===== src/rtl/pipe_pkg.sv =====
// Shared pipeline definitions: instruction format codes, ARM condition
// codes, ALU op encodings, control-vector bit positions and NZCV bit
// positions. Imported by the decode/execute pipeline blocks.
package pipe_pkg;

  typedef enum logic [1:0] {
    FMT_ALU = 2'b00,
    FMT_LS  = 2'b01,
    FMT_BR  = 2'b10
  } fmt_e;

  typedef enum logic [3:0] {
    COND_EQ = 4'd0,
    COND_NE = 4'd1,
    COND_CS = 4'd2,
    COND_CC = 4'd3,
    COND_MI = 4'd4,
    COND_PL = 4'd5,
    COND_VS = 4'd6,
    COND_VC = 4'd7,
    COND_HI = 4'd8,
    COND_LS = 4'd9,
    COND_GE = 4'd10,
    COND_LT = 4'd11,
    COND_GT = 4'd12,
    COND_LE = 4'd13,
    COND_AL = 4'd14,
    COND_NV = 4'd15
  } cond_e;

  typedef enum logic [1:0] {
    ALU_ADD = 2'b00,
    ALU_SUB = 2'b01,
    ALU_OR  = 2'b10,
    ALU_AND = 2'b11
  } alu_op_e;

  // control_unit signals vector layout
  localparam int unsigned SIG_W         = 10;
  localparam int unsigned SIG_ALU_OP_LO = 0;
  localparam int unsigned SIG_ALU_OP_HI = 1;
  localparam int unsigned SIG_SEXT_SEL  = 2;
  localparam int unsigned SIG_IMM_SEL   = 3;
  localparam int unsigned SIG_SET_FLAGS = 4;
  localparam int unsigned SIG_MEM_RD    = 5;
  localparam int unsigned SIG_MEM_WR    = 6;
  localparam int unsigned SIG_WB_SEL    = 7;
  localparam int unsigned SIG_REG_WRITE = 8;
  localparam int unsigned SIG_BRANCH    = 9;

  // NZCV bit positions within the 4-bit flag vector
  localparam int unsigned NZCV_N = 3;
  localparam int unsigned NZCV_Z = 2;
  localparam int unsigned NZCV_C = 1;
  localparam int unsigned NZCV_V = 0;

endpackage


===== src/rtl/cond_check.sv =====
// Combinational ARM condition-field evaluator.
// Ports:
//   condition  in  4  instruction condition field [31:28]
//   nzcv       in  4  flags, [3]=N [2]=Z [1]=C [0]=V
//   pass       out 1  instruction should execute
module cond_check
  import pipe_pkg::*;
(
  input  logic [3:0] condition,
  input  logic [3:0] nzcv,
  output logic       pass
);

  logic n, z, c, v;

  assign n = nzcv[NZCV_N];
  assign z = nzcv[NZCV_Z];
  assign c = nzcv[NZCV_C];
  assign v = nzcv[NZCV_V];

  always_comb begin
    pass = 1'b0;
    case (cond_e'(condition))
      COND_EQ: pass = z;
      COND_NE: pass = !z;
      COND_CS: pass = c;
      COND_CC: pass = !c;
      COND_MI: pass = n;
      COND_PL: pass = !n;
      COND_VS: pass = v;
      COND_VC: pass = !v;
      COND_HI: pass = c && !z;
      COND_LS: pass = !c || z;
      COND_GE: pass = (n == v);
      COND_LT: pass = (n != v);
      COND_GT: pass = !z && (n == v);
      COND_LE: pass = z || (n != v);
      COND_AL: pass = 1'b1;
      COND_NV: pass = 1'b0;
      default: pass = 1'b0;
    endcase
  end

endmodule


===== src/rtl/id_ex_stage.sv =====
// Decode-to-execute pipeline register. Captures the control vector,
// operands, immediate and destination from decode, owns the NZCV flag
// register and turns condition-failed or flushed instructions into bubbles.
// Ports:
//   clk, reset            clock, synchronous active-high reset
//   id_valid              decode holds a real instruction
//   stall                 hold EX register contents
//   flush                 kill the decode instruction
//   id_signals[9:0]       control_unit output
//   id_condition[3:0]     instruction condition field
//   id_rn, id_rm, id_imm  operands and extended immediate
//   id_rd                 destination register index
//   flags_we, flags_in    flag update from the EX ALU
//   ex_valid              EX holds a live instruction
//   ex_signals            registered control (zero for a bubble)
//   ex_rn, ex_rm, ex_imm  registered operands
//   ex_rd                 registered destination
//   flags                 architectural NZCV
//   squash_cnt            count of condition-failed instructions
module id_ex_stage
  import pipe_pkg::*;
#(
  parameter int unsigned DATA_W = 32,
  parameter int unsigned REG_W  = 4
) (
  input  logic              clk,
  input  logic              reset,
  input  logic              id_valid,
  input  logic              stall,
  input  logic              flush,
  input  logic [9:0]        id_signals,
  input  logic [3:0]        id_condition,
  input  logic [DATA_W-1:0] id_rn,
  input  logic [DATA_W-1:0] id_rm,
  input  logic [DATA_W-1:0] id_imm,
  input  logic [REG_W-1:0]  id_rd,
  input  logic              flags_we,
  input  logic [3:0]        flags_in,
  output logic              ex_valid,
  output logic [9:0]        ex_signals,
  output logic [DATA_W-1:0] ex_rn,
  output logic [DATA_W-1:0] ex_rm,
  output logic [DATA_W-1:0] ex_imm,
  output logic [REG_W-1:0]  ex_rd,
  output logic [3:0]        flags,
  output logic [15:0]       squash_cnt
);

  logic [3:0] eff_flags;
  logic       cond_pass;

  // Same-cycle bypass: a flag-setting instruction in EX decides the
  // conditional instruction currently in decode without a stall.
  assign eff_flags = flags_we ? flags_in : flags;

  cond_check u_cond_check (
    .condition (id_condition),
    .nzcv      (eff_flags),
    .pass      (cond_pass)
  );

  always_ff @(posedge clk) begin
    if (reset) begin
      ex_valid   <= 1'b0;
      ex_signals <= '0;
      ex_rn      <= '0;
      ex_rm      <= '0;
      ex_imm     <= '0;
      ex_rd      <= '0;
      flags      <= '0;
      squash_cnt <= '0;
    end else begin
      // Flags belong to the instruction already in EX, so they update
      // regardless of stall/flush on the decode side.
      if (flags_we) begin
        flags <= flags_in;
      end

      if (flush) begin
        ex_valid   <= 1'b0;
        ex_signals <= '0;
      end else if (!stall) begin
        ex_rn  <= id_rn;
        ex_rm  <= id_rm;
        ex_imm <= id_imm;
        ex_rd  <= id_rd;
        if (id_valid && cond_pass) begin
          ex_valid   <= 1'b1;
          ex_signals <= id_signals;
        end else begin
          ex_valid   <= 1'b0;
          ex_signals <= '0;
          if (id_valid) begin
            squash_cnt <= squash_cnt + 16'd1;
          end
        end
      end
    end
  end

endmodule

===== config.mk =====
export PLATFORM = sky130hd
export DESIGN_NAME = id_ex_stage
export DESIGN_NICKNAME = d
export VERILOG_FILES = /design/src/rtl/pipe_pkg.sv /design/src/rtl/cond_check.sv /design/src/rtl/id_ex_stage.sv
export SDC_FILE = /design/constraint.sdc
export NUM_CORES = 1
export LEC_CHECK = 0
export ABC_AREA = 1
export CORE_MARGIN = 2
export CORE_UTILIZATION = 35
export DETAILED_ROUTE_END_ITERATION = 12
export PLACE_DENSITY_LB_ADDON = 0.25
export SYNTH_ARGS = -nofsm -noshare
export SYNTH_HDL_FRONTEND = slang
export SYNTH_SLANG_ARGS = --single-unit

===== constraint.sdc =====
create_clock -name clk -period 3.03 [get_ports clk]
set_input_delay 0.606 -clock clk [delete_from_list [all_inputs] [get_ports clk]]
set_output_delay 0.606 -clock clk [all_outputs]
set_load 0.02 [all_outputs]

### Word level (Yosys, flattened, before mapping)

Cells that the tools add are included.
Widths: inputs -> output; s select.

* word-level logic and storage cells: 46
* latch bits: 0
* ROM bits: 0
* RAM bits: 0
* register bits after elaboration: 131
* memories kept: 0
* input port bits: 124
* output and inout port bits: 131

* equal/unequal tests: 17
* add/sub/neg operators: 1
* bitwise logic cells: 3
* shift operators: 0
* $mul: 0
* magnitude comparators: 0
* mux-type cells: 4
* divide/modulo/power cells: 0
* reduce and logical (&&, ||, !) cells: 13

Operator list (number)
* $eq 4x4->1 const B: 8
* $add 16x1->16 const B: 1
* $eq 4x3->1 const B: 4
* $pmux 1 s16: 1
* $mux 10: 1
* $eq 4x2->1 const B: 2
* $eq 4x1->1 const B: 1
* $logic_not 1->1: 4
* $logic_not 4->1: 1
* $mux 4: 1
* $reduce_and 4->1: 1
* $logic_and 1x1->1: 3
* $not 1->1: 3
* $logic_or 1x1->1: 2
* $reduce_and 2->1: 1
* $reduce_or 2->1: 1
* $eq 1x1->1: 1
* $mux 1: 1
* $ne 1x1->1: 1

### Longest topological paths before layout

Gate-level depths: netlist of the first run.

* word-level depth: 7
* gate-level depth with buffers: 16
* depth with buffers taken out: 14

### Cells and area by module

A second synthesis of the first run with hierarchy kept.

* cell total of the unflattened synthesis: 685
* area, all modules: 5054.8 um^2

Modules (own cells, without submodules)
* id_ex_stage: area each 4849.7 um^2, cells an instance 640, sequential area each 2622.5 um^2, times used 1
* cond_check: area each 205.2 um^2, cells an instance 45, sequential area each 0.0 um^2, times used 1

### Worst setup path after synthesis of the first run

OpenSTA, ideal clock, no wires.

* kind: input to register
* from: input port flags_we
* to: register squash_cnt[11]
* path buffers: 2
* cell stages on the path: 14
* library setup time: 132 ps
* arrival: 1736 ps
* data required time: 2898 ps
* path slack: 1162 ps
* path through: buf_6 inv_6 nand2_1 nand2_2 nand2_1 o21ai_1 nand2_1 nand3_1 nand3b_4 nand2_8 nand2_8 buf_6 nand2_1 a21oi_1

* longest elaborated chain between the ends: 7
* elaborated cells on any way between the ends: 15
* classes of those cells: eq/ne (2); mux (2); bitwise (1); reduce/logical (10)

Ends and longest elaborated chain
* from (decl): line id_ex_stage.sv:37 `input logic flags_we,`
* $mux 4 (*)
* $ne 1x1->1, or another cell as far along: line cond_check.sv:35, cond_check.sv:37
* $logic_or 1x1->1, or another cell as far along: line cond_check.sv:37 `COND_LE: pass = z || (n != v);`
* $pmux 1 s16 (*): line cond_check.sv:23 `case (cond_e'(condition))`
* $logic_and 1x1->1 (*): line id_ex_stage.sv:87 `if (id_valid && cond_pass) begin`
* $not 1->1 (no source line) (*)
* $reduce_and 4->1 (no source line) (*)
* to (signal assigned): line id_ex_stage.sv:94 `squash_cnt <= squash_cnt + 16'd1;`
* to (decl): line id_ex_stage.sv:46 `output logic [15:0] squash_cnt`

Every way passes the cells marked *; elsewhere a longest branch is shown, timed or not.
A chain may end at the register's enable or synchronous reset.

### Worst setup path after layout of the first run

* from: input port flags_we
* to: register squash_cnt[4]

Same word-level chain as after synthesis.

==> metrics.md, run 1 <==
| Metric | Value |
|---|---|
| Status | `complete, no violations` |
| CTS sink count | `131` |
| Clk_lat worst skew | `0.41 ns` |
| Register area share after synthesis | `50.6%` |
| IO Pins | `255` |
| Final core utilization | `58.1%` |
| Top post-synthesis cells by area | `dfxtp_1 (51%), nor2_1 (16%), o21ai_0 (9.7%)` |
| Main synth FF type | `dfxtp_1` |
| Area Growth Syn to Fin | `62.4%` |
| Sw Share | `25.2%` |
| Row count | `44` |
| Final hold violation count | `0` |
| Synth area leader | `dfxtp_1` |
| Syn Nets | `815` |
| Syn Area/Cell | `7.51 um2` |
| Postcts setup bufs | `0` |
| Vias in the first global route | `5,225` |
| Critical path required time | `3.31 ns` |
| Drt pass-1 iters | `4` |
| Layout cells sized above 1 | `6.18%` |
| Reg power frac | `41.0%` |
| Post-synthesis instance total | `690` |
| Crit path max fanout | `18` |
| Final worst-path cycle share | `77.0%` |
| Layer with the highest usage | `met2` |
| Met3 usage | `8.96%` |
| Lkg Pwr | `3.32 nW` |
| Max VDD drop | `350 uV` |
| Final slew viol count | `0` |
| Top-count cell post-synth | `nor2_1` |
| Logic pwr share | `16.3%` |
| NetSw | `1.15 mW` |
| HP Class | `flop to flop` |
| Critical path type | `input port to flop` |
| WL final | `15,800 um` |
| Worst slew margin | `58.3%` |
| Routed Antenna Nets | `0` |
| Number of enable flip-flop cells after synthesis | `0` |
| Grt total ovfl | `0` |
| Layout net count | `1,051` |
| Hold Buf Count CTS | `0` |
| Yosys warning count | `0` |
| Antenna fix cells | `0` |
| Fillcell total | `1,330` |
| Vias per Instance | `4.74` |
| Clock Tree Root | `clkbuf_16` |
| Final worst path period need | `2.33 ns` |
| First-pass GRT wire length | `26,100 um` |
| Total number of H-tree levels | `4` |
| Aggregate global-route resource usage | `20.2%` |
| Starting Density | `35.8%` |
| CTS clk-pin slew, worst paths | `0.05 ns` |
| First DRT Iteration DRCs | `341` |
| Worst Tran Pin Value | `0.623 ns` |
| Int Power | `3.40 mW` |
| Final setup vio count | `0` |
| Synthesized flop and latch total | `131` |
| Gp weighted congestion | `0.802` |
| Pre-CTS WS | `0.281 ns` |
| Post-CTS Resized | `0` |
| Clk_skew | `0.00844 ns` |
| Clock group share of total power | `42.7%` |
| Most instantiated cells after synthesis | `nor2_1 (215), dfxtp_1 (131), o21ai_0 (100)` |
| Share of the synthesized area in the top cell type | `50.6%` |
| Non-Filler Instances | `1,123` |
| CTS tree | `done` |
| Met2 Resource Use GR | `32.5%` |
| Core area | `14,500 um2` |
| Power Density | `540 nW/um2` |
| DIE AREA | `15,800 um2` |
| Die width | `126 um` |
| Num CTS Buffers | `17` |
| Final setup margin | `0.696 ns` |
| Startpoint Class | `input port` |
| Detail Placement HPWL | `10,700 um` |
| WP data arrival | `2.62 ns` |
| Distinct cells, synth | `29` |
| Die span in y | `126 um` |
| DRC | `0` |
| Crit path capture type | `flop` |
| DR WL/cell | `14.1 um` |
| Clk buf depth | `2` |
| Peak Freq | `0.428 GHz` |
| Placed insts | `1,091` |
| Cell Area, Synth | `5180 um2` |
| MaxCap Viol Count | `0` |
| RSZ-0062 raised after global routing | `no` |
| M1 GR Usage | `24.2%` |
| Vias | `5,323` |
| Port bufs | `254` |
| Initial antenna violation count | `0` |
| Fin Setup TNS | `0 ns` |
| Largest net degree at the start of global routing | `101` |
| Async set-or-reset flop fraction in the synthesized netlist | `0%` |
[placed cells by master (no fill, tap or decap), drive strengths merged]
| cell type | count |
|---|---|
| a21oi | 28 |
| buf | 7 |
| bufinv | 1 |
| clkbuf | 24 |
| clkdlybuf4s50 | 254 |
| clkinv | 4 |
| clkinvlp | 3 |
| dfxtp | 131 |
| ha | 1 |
| inv | 26 |
| nand2 | 73 |
| nand3 | 30 |
| nand3b | 2 |
| nand4 | 12 |
| nor2 | 217 |
| nor3 | 7 |
| nor4 | 1 |
| o211ai | 1 |
| o21ai | 102 |
| or2 | 1 |
| xnor2 | 4 |
| xor2 | 10 |
[metal layers]
metal  part of all wire, %  routed length, um  vias up
met5                     0                  0        -
met4                   1.9                298        0
met3                    10               1650       28
met2                    46               7250      198
met1                    42               6640     2398
li1                      -                  -     2699
[layout make-up]
type	count	area (um2)	area share, %
flip-flops and latches	131	2620	31.2
repair buffers	261	2620	31.1
multi-input cells	489	2270	27.0
clock buffers	24	492	5.84
well taps	184	230	2.74
inverters	26	103	1.22
clock inverters	8	76.3	0.907
[cell families (layout without fill, tap and decap cells)]
family	count (synthesis)	count (layout)	synth area share, %
AO/OA/AOI/OAI	131	131	13.0
XOR/XNOR	14	14	2.37
adder cells (fa/ha/maj)	1	1	0.241
buffers and inverters	70	319	5.67
flip-flops	131	131	50.6
AND/OR/NAND/NOR	343	343	28.1
[final timing paths]
path	end	slack, ns	cells after the start	startpoint
worst max-delay path	squash_cnt[4]	0.70	14	flags_we
worst max register to register	squash_cnt[15]	1.23	7	squash_cnt[2]
worst min register to register	ex_valid	0.46	2	ex_valid
worst min-delay path	ex_valid	0.46	2	ex_valid
[stage by stage]
stage          hold WS, ns  total power, mW  instance area (um2)
3_5_place_dp         0.454             2.64                 7850
2_1_floorplan        0.528             2.23                 5180
5_1_grt              0.487             4.76                 8420
6_report             0.462             4.54                 8420
4_1_cts              0.462             4.60                 8420
3_3_place_gp         0.442             2.64                 7850
[power groups by stage]
stage / clock network, mW / registers [mW] / logic, mW
2_1_floorplan: 0 / 2.01 / 0.220
3_3_place_gp: 0 / 1.90 / 0.741
3_5_place_dp: 0 / 1.90 / 0.742
4_1_cts: 1.99 / 1.86 / 0.746
5_1_grt: 2.08 / 1.88 / 0.801
6_report: 1.94 / 1.86 / 0.739
[critical path: stages]
cell             delay, ns
clkdlybuf4s50_1       0.76
nand2_1               0.12
nand2_2               0.12
nand2_1               0.08
nand3_1               0.07
nand2_1               0.05
nand2_1               0.05
nand2_1               0.06
inv_2                 0.06
nand3_4               0.16
nand2_8               0.20
nand2_8               0.12
nand2_1               0.08
a21oi_1               0.06
[flip-flops by register name, indices dropped and copies added, names as in the netlist]
register,cells
ex_imm,32
ex_rd,4
flags,4
ex_signals,10
ex_valid,1
ex_rn,32
ex_rm,32
squash_cnt,16
(Power assumes the default switching activity.)
==> run 2, diff against run 1 <==
==> constraint.sdc (replaced) <==
create_clock -name clk -period 2.3 [get_ports clk]
set_input_delay 0.46 -clock clk [delete_from_list [all_inputs] [get_ports clk]]
set_output_delay 0.46 -clock clk [all_outputs]
set_load 0.02 [all_outputs]
==> run 2 against run 1 <==
  * Sequential share of layout area down 0.40 points
  * Combinational power up 34%
  * Core utilization up 0.75 points
  * Via count down 0.66%
  * Routed wire length about the same
  * Global-route usage down 0.090 points
  * Largest cell class is now buffers
==> metrics.md, run 2 (synthesized netlist as in run 1, its figures left out) <==
| Metric | Value |
|---|---|
| Non-Filler Instances | `1,127 (+0.36%)` |
| Final hold violation count | `0 (unchanged)` |
| Worst r2r src | `squash_cnt[2]` |
| Clock Tree Root | `clkbuf_16` |
| DRC | `0 (unchanged)` |
| Critical path required time | `1.84 ns (-1.47 ns)` |
| Final slew viol count | `0 (unchanged)` |
| HP Class | `flop to flop` |
| Antenna fix cells | `0 (unchanged)` |
| CTS sink count | `131 (unchanged)` |
| Grt total ovfl | `0 (unchanged)` |
| Worst path bufs/invs | `1 (-1)` |
| Status | `complete, no violations` |
| CTS clk-pin slew, worst paths | `0.05 ns (about the same)` |
| Hold Buf Count CTS | `0 (unchanged)` |
| Slowest CP cell | `clkdlybuf4s50_1` |
| Vias | `5,288 (-0.66%)` |
| Core area | `14,500 um2 (unchanged)` |
| Final setup margin | `0.309 ns (-0.387 ns)` |
| RSZ-0062 raised after global routing | `no` |
| Worst slew margin | `68.3% (+10 points)` |
| WP data arrival | `1.53 ns (-1.09 ns)` |
| First DRT Iteration DRCs | `348 (+2.1%)` |
| Clk_lat worst skew | `0.41 ns (about the same)` |
| Layout net count | `1,056 (+0.48%)` |
| Postcts setup bufs | `0 (unchanged)` |
| Vias in the first global route | `5,069 (-3.0%)` |
| Startpoint Class | `flop` |
| Total number of H-tree levels | `4 (unchanged)` |
| CTS tree | `done` |
| Die span in y | `126 um (unchanged)` |
| Commonest non-fill, non-tap cell in the layout | `clkdlybuf4s50_1` |
| Worst Tran Pin Value | `0.475 ns (-0.148 ns)` |
| Row count | `44 (unchanged)` |
| Num CTS Buffers | `17 (unchanged)` |
| Power Density | `724 nW/um2 (+34%)` |
| DIE AREA | `15,800 um2 (unchanged)` |
| Biggest regs | `ex_imm x32, ex_rm x32, ex_rn x32` |
| Post-CTS Resized | `0 (unchanged)` |
| Lkg Pwr | `3.39 nW (+1.9%)` |
| Crit-path cells | `clkdlybuf4s50_1` |
| Worst Min Path Start | `ex_valid` |
| Pre-CTS WS | `0.0103 ns (-0.270 ns)` |
| MaxCap Viol Count | `0 (unchanged)` |
| Power Total | `6.18 mW (+36%)` |
| Clk buf depth | `2 (unchanged)` |
| Final worst path period need | `1.99 ns` |
| Placed insts | `1,096 (+0.46%)` |
| Crit path capture type | `output port` |
| Initial antenna violation count | `0 (unchanged)` |
| Gp weighted congestion | `0.884 (+10%)` |
| DR WL/cell | `14.1 um (-0.39%)` |
| Clk_skew | `0.00737 ns (-0.00106 ns)` |
| Largest net degree at the start of global routing | `101 (unchanged)` |
| Detail Placement HPWL | `10,800 um (+0.95%)` |
| Vias per Instance | `4.69 (-1.0%)` |
| First-pass GRT wire length | `25,900 um (-0.82%)` |
| Most frequent cells in the layout | `clkdlybuf4s50_1 (254), nor2_1 (214), dfxtp_1 (131), o21ai_0 (100), nand2_1 (64)` |
| Routed Antenna Nets | `0 (unchanged)` |
| Fin Setup TNS | `0 ns (unchanged)` |
| Drt pass-1 iters | `6 (+2)` |
| Aggregate global-route resource usage | `20.1% (-0.090 points)` |
| Layout cells sized above 1 | `6.47% (+0.29 points)` |
| Die width | `126 um (unchanged)` |
| Area Growth Syn to Fin | `64.5%` |
| Port bufs | `254 (unchanged)` |
| WL final | `15,800 um (about the same)` |
| Peak Freq | `0.502 GHz` |
| IO Pins | `255 (unchanged)` |
| Critical path type | `flop to output port` |
| Max VDD drop | `438 uV (+25%)` |
| Starting Density | `35.8% (unchanged)` |
| Setup crit start | `squash_cnt[2]` |
| Critical path's top delay family | `buffers and inverters` |
| Final setup vio count | `0 (unchanged)` |
| Final worst-path cycle share | `86.6%` |
| CP peak stage delay | `0.66 ns (-0.10 ns)` |
| Crit path max fanout | `7 (-11)` |
## run 2: changes by cell type in the layout (fill, tap and decap cells not counted), sizes merged
cell / change
buf: +5
clkbuf: +4
clkinv: -3
clkinvlp: -3
bufinv: +1
## run 2: final timing paths
path	end	slack, ns	depth (start not counted)
hold / removal	ex_valid	0.45	2
hold reg to reg	ex_valid	0.45	2
setup / recovery	squash_cnt[2]	0.31	1
setup reg to reg	squash_cnt[15]	0.62	7
## run 2: power breakdown
part           switching, mW  total [mW]  leakage, nW  internal [mW]
Sequential            0.0605        2.46         1.08           2.40
Clock                  0.937        2.73        0.297           1.79
Combinational          0.489       0.989         2.01          0.499
Total                   1.49        6.18         3.39           4.69
## run 2: per-stage QoR
step / hold slack (ns) / area, um2 / util (%)
floorplan: 0.528 / 5180 / -
global placement: 0.442 / 7920 / 54.7
detailed placement: 0.446 / 7920 / 54.7
CTS: 0.454 / 8530 / 58.9
global route: 0.478 / 8530 / 58.9
finish: 0.453 / 8530 / 58.9
## run 2: layout make-up
cell class / instances / area [um2]
timing repair buffer: 266 / 2700
inverter: 26 / 103
sequential: 131 / 2620
fill: 1320 / 5950
clock inverter: 3 / 65.1
tap: 184 / 230
clock buffer: 28 / 537
multi-input combinational: 489 / 2270
## run 2: tightest hold or removal path, delay by kind of cell (launching register included)
| kind | cells | cell delay [ns] |
|---|---|---|
| AND/OR/NAND/NOR | 1 | 0.05 |
| flip-flops | 1 | 0.30 |
| AO/OA/AOI/OAI | 1 | 0.05 |
## run 2: metal layers
metal  vias to the layer above  share of wire [%]  global-route usage [%]
met2                       188                 46                    31.9
met4                         0                1.9                    7.58
met1                      2377                 42                    24.5
li1                       2702                  -                       -
met3                        21                9.7                    8.41
met5                         -                  0                       0
==> run 3, diff against run 2 <==
--- a/config.mk
+++ b/config.mk
@@ -6,7 +6,6 @@
 export NUM_CORES = 1
 export LEC_CHECK = 0
 export ABC_AREA = 1
-export CORE_MARGIN = 2
 export CORE_UTILIZATION = 35
 export DETAILED_ROUTE_END_ITERATION = 12
 export PLACE_DENSITY_LB_ADDON = 0.25
==> constraint.sdc (replaced) <==
create_clock -name clk -period 1.6 [get_ports clk]
set_input_delay 0.32 -clock clk [delete_from_list [all_inputs] [get_ports clk]]
set_output_delay 0.32 -clock clk [all_outputs]
set_load 0.02 [all_outputs]
==> run 3 against run 2 <==
  * The run now ends with setup timing left
  * Clock-buffer cell count is 7 lower
  * Register-to-register slack worse by 0.65 ns
  * Sequential share of layout area is 1.2 points lower
  * Largest cell class unchanged
  * Largest power group unchanged
  * Core utilization is 2.4 points higher
  * Total power is 45% higher
  * Critical path type is now input port to flop
  * Combinational power is 49% higher
  * Highest routed layer unchanged
  * Routed wire length is 7.4% higher
  * Critical path depth is 11 higher
==> metrics.md, run 3 (synthesized netlist as in run 1, its figures left out) <==
| Metric | Value |
|---|---|
| Critical path type | `input port to flop` |
| MaxCap Viol Count | `0 (unchanged)` |
| Routed wl met3 | `1620 um (+5.9%)` |
| Die span in y | `124 um (-1.6%)` |
| CP peak stage delay | `0.41 ns (-0.25 ns)` |
| Power Density | `1010 nW/um2 (+40%)` |
| Fillcell total | `1,364 (+3.3%)` |
| Clk_lat worst skew | `0.41 ns (about the same)` |
| First-pass GRT wire length | `25,900 um (+0.16%)` |
| Commonest non-fill, non-tap cell in the layout | `nor2_1` |
| Area Growth Syn to Fin | `71.3%` |
| Final worst path period need | `1.66 ns` |
| Slowest CP cell | `clkdlybuf4s50_1` |
| Vias in the first global route | `5,198 (+2.5%)` |
| CTS tree | `done` |
| Most frequent cells in the layout | `nor2_1 (213), dlygate4sd2_1 (128), dfxtp_1 (127), clkdlybuf4s50_1 (118), o21ai_0 (100)` |
| Setup crit start | `flags_in[1]` |
| Starting Density | `35.8% (unchanged)` |
| Top routing layer in use | `met4` |
| Power Total | `8.97 mW (+45%)` |
| RSZ-0062 raised after global routing | `yes` |
| HP Class | `input port to flop` |
| WL final | `17,000 um (+7.4%)` |
| IO Pins | `255 (unchanged)` |
| Final worst-path cycle share | `104%` |
| Clk buf depth | `2 (unchanged)` |
| Initial antenna violation count | `0 (unchanged)` |
| Drt pass-1 iters | `4 (-2)` |
| Met2 WL | `8190 um (+12%)` |
| Row count | `44 (unchanged)` |
| Grt total ovfl | `0 (unchanged)` |
| Worst slew margin | `75.1% (+6.7 points)` |
| Core area | `14,500 um2 (unchanged)` |
| WL met1 | `6930 um (+3.7%)` |
| DR WL/cell | `14.7 um (+4.5%)` |
| Largest net degree at the start of global routing | `35 (-65%)` |
| Layout net count | `1,087 (+2.9%)` |
| Biggest regs | `ex_imm x32, ex_rm x32, ex_rn x32` |
| Final setup margin | `-0.0586 ns (-0.368 ns)` |
| Pre-CTS WS | `-0.548 ns (-0.558 ns)` |
| Lkg Pwr | `4.11 nW (+21%)` |
| Final core utilization | `61.3% (+2.4 points)` |
| Worst r2r src | `flags[3]` |
| Final slew viol count | `0 (unchanged)` |
| Final hold violation count | `0 (unchanged)` |
| Final setup vio count | `16 (+16)` |
| First DRT Iteration DRCs | `336 (-3.4%)` |
| Peak Freq | `0.603 GHz` |
| Clock Tree Root | `clkbuf_16` |
| DIE AREA | `15,300 um2 (-3.2%)` |
| Status | `finished with violations` |
| WP data arrival | `1.94 ns (+0.41 ns)` |
| Failing checks | `setup timing` |
| Worst Min Path Start | `flags_in[3]` |
| Num CTS Buffers | `17 (unchanged)` |
| Layout cells sized above 1 | `14.2% (+7.7 points)` |
| DRC | `0 (unchanged)` |
| Vias | `5,552 (+5.0%)` |
| Worst hold slack | `0.452 ns (-0.00112 ns)` |
| Crit-path cells | `clkdlybuf4s50_1 -> nand2_2 -> o21ai_4 -> buf_4 -> o211ai_4 -> nand2_1 -> nand2_2 -> nand3b_4 -> nand2_8 -> nand2_8 -> nand2_1 -> a21oi_1` |
| Port bufs | `254 (unchanged)` |
| CTS sink count | `131 (unchanged)` |
| Worst Tran Pin Value | `0.371 ns (-0.104 ns)` |
| Vias per Instance | `4.79 (+2.2%)` |
| Routed Antenna Nets | `0 (unchanged)` |
| Aggregate global-route resource usage | `22.0% (+1.8 points)` |
| Crit path max fanout | `8 (+1)` |
| CTS clk-pin slew, worst paths | `0.05 ns (about the same)` |
| Total number of H-tree levels | `4 (unchanged)` |
| Clk_skew | `0.00661 ns (-0.000761 ns)` |
| Startpoint Class | `input port` |
| Fin Setup TNS | `-0.611 ns (-0.611 ns)` |
| Antenna fix cells | `0 (unchanged)` |
| Max VDD drop | `659 uV (+50%)` |
| Die width | `124 um (-1.6%)` |
| Detail Placement HPWL | `11,300 um (+5.2%)` |
| Crit path capture type | `flop` |
| Critical path required time | `1.88 ns (+0.04 ns)` |
| Gp weighted congestion | `0.899 (+1.7%)` |
-- run 3: worst max-delay path, delay by kind of cell --
| family | cells | cell delay [ns] |
|---|---|---|
| AND/OR/NAND/NOR | 7 | 0.76 |
| buffers and inverters | 2 | 0.55 |
| AO/OA/AOI/OAI | 3 | 0.30 |
-- run 3: timing repair --
item / 4_1_cts / 5_1_grt
resized for setup: 152 / 47
setup buffers: 1 / 3
gates cloned: 3 / 1
setup endpoints to repair: 158 / 30
hold buffers: 0 / 0
pin swaps: 8 / 11
-- run 3: worst paths after layout --
kind,slack [ns],cells past startpoint,to
setup / recovery,-0.06,12,squash_cnt[1]
hold / removal,0.45,6,flags[3]
setup reg to reg,-0.03,14,squash_cnt[6]
hold reg to reg,0.46,2,ex_signals[9]
-- run 3: cell type report --
| class | count | area, um2 | area share, % |
|---|---|---|---|
| clock buffer | 21 | 440 | 4.96 |
| sequential | 131 | 2630 | 29.6 |
| inverter | 26 | 104 | 1.17 |
| multi-input combinational | 492 | 2460 | 27.7 |
| clock inverter | 10 | 159 | 1.79 |
| tap | 184 | 230 | 2.59 |
| timing repair buffer | 294 | 2850 | 32.1 |
-- run 3: routing by layer --
metal / vias to the layer above / GRT usage [%]
met4: 0 / 8.21
li1: 2780 / -
met3: 20 / 9.02
met5: - / 0
met1: 2535 / 25.9
met2: 217 / 35.6
-- run 3: per-stage QoR --
stage          instances  instance area, um2
2_1_floorplan        690                5180
3_3_place_gp        1119                8170
3_5_place_dp        1119                8170
4_1_cts             1154                8700
5_1_grt             1158                8880
6_report            1158                8880
-- run 3: power by group --
part	total, mW	switching [mW]	leakage [nW]	internal (mW)
Clock	3.98	1.39	0.287	2.59
Sequential	3.53	0.0812	1.08	3.44
Combinational	1.47	0.781	2.75	0.687
